==> src/rtl/sign_extend.sv <==
// Immediate-extension unit: widens a 16-bit instruction immediate to a 32-bit
// operand combinationally, with an optional registered copy for the next stage.
module sign_extend #(
   parameter int IN_W  = 16,
   parameter int OUT_W = 32
) (
   input  logic             clk,
   input  logic             reset_n,
   input  logic [IN_W-1:0]  in16,
   input  logic [2:0]       ext_op,
   input  logic             en,
   output logic [OUT_W-1:0] out32,
   output logic             is_neg,
   output logic             is_zero,
   output logic [OUT_W-1:0] out32_q,
   output logic             valid_q
);

   typedef enum logic [2:0] {
      OP_SEXT16 = 3'b000,
      OP_ZEXT16 = 3'b001,
      OP_LUI    = 3'b010,
      OP_BRANCH = 3'b011,
      OP_SEXT8  = 3'b100,
      OP_ZEXT8  = 3'b101
   } ext_op_t;

   localparam int HI_W   = OUT_W - IN_W;
   localparam int BYTE_W = 8;

   logic [OUT_W-1:0] sext16;
   logic [OUT_W-1:0] zext16;
   logic [OUT_W-1:0] lui_val;
   logic [OUT_W-1:0] branch_val;
   logic [OUT_W-1:0] sext8;
   logic [OUT_W-1:0] zext8;
   logic [OUT_W-1:0] out_next;

   assign sext16     = {{HI_W{in16[IN_W-1]}}, in16};
   assign zext16     = {{HI_W{1'b0}}, in16};
   assign lui_val    = {in16, {HI_W{1'b0}}};
   assign branch_val = {sext16[OUT_W-3:0], 2'b00};
   assign sext8      = {{(OUT_W-BYTE_W){in16[BYTE_W-1]}}, in16[BYTE_W-1:0]};
   assign zext8      = {{(OUT_W-BYTE_W){1'b0}}, in16[BYTE_W-1:0]};

   // Reserved codes fall through to sext16 so no X ever reaches the output.
   always_comb begin
      out_next = sext16;
      case (ext_op)
         OP_ZEXT16: out_next = zext16;
         OP_LUI:    out_next = lui_val;
         OP_BRANCH: out_next = branch_val;
         OP_SEXT8:  out_next = sext8;
         OP_ZEXT8:  out_next = zext8;
         default:   out_next = sext16;
      endcase
   end

   assign out32   = out_next;
   assign is_neg  = out_next[OUT_W-1];
   assign is_zero = (out_next == '0);

   // Reset outranks en; valid_q only flags the cycle right after a load.
   always_ff @(posedge clk) begin
      if (!reset_n) begin
         out32_q <= '0;
         valid_q <= 1'b0;
      end else if (en) begin
         out32_q <= out_next;
         valid_q <= 1'b1;
      end else begin
         valid_q <= 1'b0;
      end
   end

endmodule

==> config.mk <==
export PLATFORM = sky130hd
export DESIGN_NAME = sign_extend
export DESIGN_NICKNAME = d
export VERILOG_FILES = /design/src/rtl/sign_extend.sv
export SDC_FILE = /design/constraint.sdc
export NUM_CORES = 1
export LEC_CHECK = 0
export ABC_AREA = 1
export CAP_MARGIN = 20
export CORE_ASPECT_RATIO = 1.1
export CORE_UTILIZATION = 30
export DETAILED_ROUTE_END_ITERATION = 8
export PLACE_DENSITY = 0.69
export SLEW_MARGIN = 20
export SYNTH_ARGS = -nofsm -noshare
export SYNTH_HDL_FRONTEND = slang
export SYNTH_SLANG_ARGS = --single-unit
==> constraint.sdc <==
create_clock -name clk -period 1.4 [get_ports clk]
set_input_delay 0.14 -clock clk [delete_from_list [all_inputs] [get_ports clk]]
set_output_delay 0.14 -clock clk [all_outputs]
set_load 0.005 [all_outputs]
==> flow_summary_export.csv <==
group,metric,value,unit
run_status,outcome,"complete, but fails checks",
run_status,violations,"negative setup slack",
finish,layout_commonest_cell,"nor2_1",
clock_tree,cts_tree,"done",
timing,clock.fmax,655,MHz
finish,final_cell_mix,"71 x nor2_1, 54 x buf_4, 39 x inv_1",
grt,grt_pass1_wl,10800,microns
worst_setup_path,worst_ep_arrival_time,1.39,ns
power,comb_power_share,0.369,
timing,setup_violations,1,
routing,drt-total-wl,6900,microns
floorplanning,core,6160,sq um
routing,drc,0,
finish,fin_cells,538,
clock_tree,postCtsHoldBufs,0,
finish,drive_above_1_share,0.334,
grt,grt_pass1_vias,2413,
clock_tree,cts_buffers,5,
routing,antenna_left,0,
timing,finClkSkew,0,ns
finish,fillCellCount,567,
clock_tree,htree_levels,2,
yosys,synth.ff_latch_count,33,
timing,slew-limit-headroom,0.843,
place,place.gp.congestion,0.871,
grt,grt_max_degree,37,
clock_tree,cts-root-buf,"clkbuf_8",
routing,wire_per_inst,12.8,microns
worst_setup_path,path_max_fanout,8,
yosys,seq_area_frac_synth,0.347,
power,leakage,2.05,nW
clock_tree,clk_pin_slew,0.06,ns
worst_setup_path,crit_path_start_kind,"input pin",
power,p_int,1.96,mW
floorplanning,initial_core_util,0.310,
finish,antenna_cells,0,
clock_tree,clk_latency,0.29,ns
power,switching_share,0.302,
timing,hold_viol_final,0,
worst_setup_path,crit_type,"in -> out",
grt,grt_overflow,0,
place,dpl.hpwl,4650,microns
power,p_switching,847,uW
yosys,syn-cell-area,1910,sq um
timing,drv_slew,0,
routing,vias,2514,
floorplanning,rows,30,
finish,multi_input_area,1300,sq um
power,fin_total_pwr,2.80,mW
routing,dr.pass1.iters,4,
yosys,synth_top_area_cell,"dfxtp_1",
worst_hold_path,hp-class,"in -> reg",
timing,period_minus_slack,1.53,ns
power,p_seq_frac,0.372,
grt,grt_util_all_layers,0.203,
yosys,ys_warn_count,0,
timing,rsz0062_at_grt,"yes",
worst_setup_path,endpoint_kind,"primary output",
yosys,yosysUniqueCellTypes,21,
floorplanning,die_width,78.0,microns
yosys,syn-num-nets,334,
finish,seq_area,661,sq um
clock_tree,clock_path_buffers,2,
place,io_buffer_count,88,
finish,area_growth,97.1,%
flow_run,max_cap_viol_count,0,
yosys,postSynthAreaPerCell,6.11,sq um
floorplanning,ioPinCount,89,
yosys,synth_top_area_share,0.347,
floorplanning,die_h,85.6,microns
finish,fin_nets,480,
worst_setup_path,cp_data_required_time,1.26,ns
timing,layout_setup_ws,-0.128,ns
routing,drt_iter0_drc,120,
power,peakVddDrop,0.373,mV
timing,max_slew.worst_pin.slew,0.233,ns
routing,viasPerCell,4.67,
power,pwr_density_cell,747,nW/um^2
power,clockPowerShare,0.259,
floorplanning,dieArea,6680,sq um
timing,fin_crit_sh,1.09,
place,placed_cells,519,
yosys,postSynthCellCount,312,
grt,antenna_found_initial,0,
yosys,synth_area_leaders,"dfxtp_1 35%, nor2_1 16%, nand2_1 9.1%",
clock_tree,cts.sinks,33,
## final timing paths
path | startpoint | end | slack [ns] | cells past startpoint
setup / recovery | ext_op[1] | is_zero | -0.13 | 13
hold / removal | in16[12] | out32_q[28] | 0.43 | 5
setup reg to reg | out32_q[9] | out32_q[9] | 0.69 | 4
hold reg to reg | out32_q[7] | out32_q[7] | 0.49 | 2
## final cells by class
cell class / instances / area share
clock buffer: 7 / 0.0230
timing repair buffer: 156 / 0.380
sequential: 33 / 0.176
multi-input combinational: 218 / 0.346
tap: 80 / 0.0266
inverter: 44 / 0.0480
## routing by layer
metal,track usage,vias to the layer above,routed length [microns]
met4,0.0791,0,96
met2,0.366,77,3560
met1,0.238,1155,2980
li1,-,1274,-
met3,0.0351,8,261
met5,0,-,0
## sequential cells by signal (all words and copies together), names as in the netlist
signal   count
valid_q      1
out32_q     32
## synth_stat cells (all sizes together)
cell	n
nor2	83
nand2	48
inv	43
nand3	35
dfxtp	33
o21ai	32
buf	9
clkbuf	9
nand4	9
a21oi	7
o211ai	2
and3	1
clkinv	1
## power groups by stage
stage	clock (mW)	combinational, mW	sequential (mW)
final	0.726	1.03	1.04
after global routing	0.787	1.13	1.05
after CTS	0.746	0.945	1.04
after detailed placement	0	0.944	1.06
after global placement	0	0.937	1.06
after floorplan	0	0.340	1.07
## worst max-delay path: stages
cell	delay (ns)
buf_8	0.11
buf_8	0.13
nand2_8	0.10
nor2_4	0.05
buf_8	0.15
nand2_4	0.07
nand3_4	0.08
nor2_4	0.12
nand2_2	0.06
nor2_2	0.10
nand2_1	0.06
nor2_1	0.08
buf_2	0.13
## repair_timing
item / 4_1_cts / 5_1_grt
buffers inserted: 5 / 6
setup endpoints to repair: 58 / 26
cloned: 1 / 0
pin swaps: 15 / 26
resized for setup: 139 / 70
## cells by family (layout without fill, tap and decap cells)
logic type,after synthesis,count (layout),share of synthesized area
simple gates,176,177,0.401
buf+inv,62,207,0.142
compound gates,41,41,0.110
flops,33,33,0.347
## per-stage QoR
| stage | hold WS [ns] | util | worst slack [ns] | cell area, sq um | setup TNS [ns] |
|---|---|---|---|---|---|
| floorplan | 0.238 | - | 0.170 | 1910 | 0 |
| global placement | 0.466 | 0.527 | -0.956 | 3250 | -32.34 |
| detailed placement | 0.470 | 0.527 | -0.983 | 3250 | -34.93 |
| CTS | 0.453 | 0.568 | -0.157 | 3500 | -0.161 |
| global route | 0.470 | 0.610 | -0.228 | 3760 | -0.271 |
| finish | 0.429 | 0.610 | -0.128 | 3760 | -0.128 |
No activity file was read; power rests on OpenSTA's default activity.
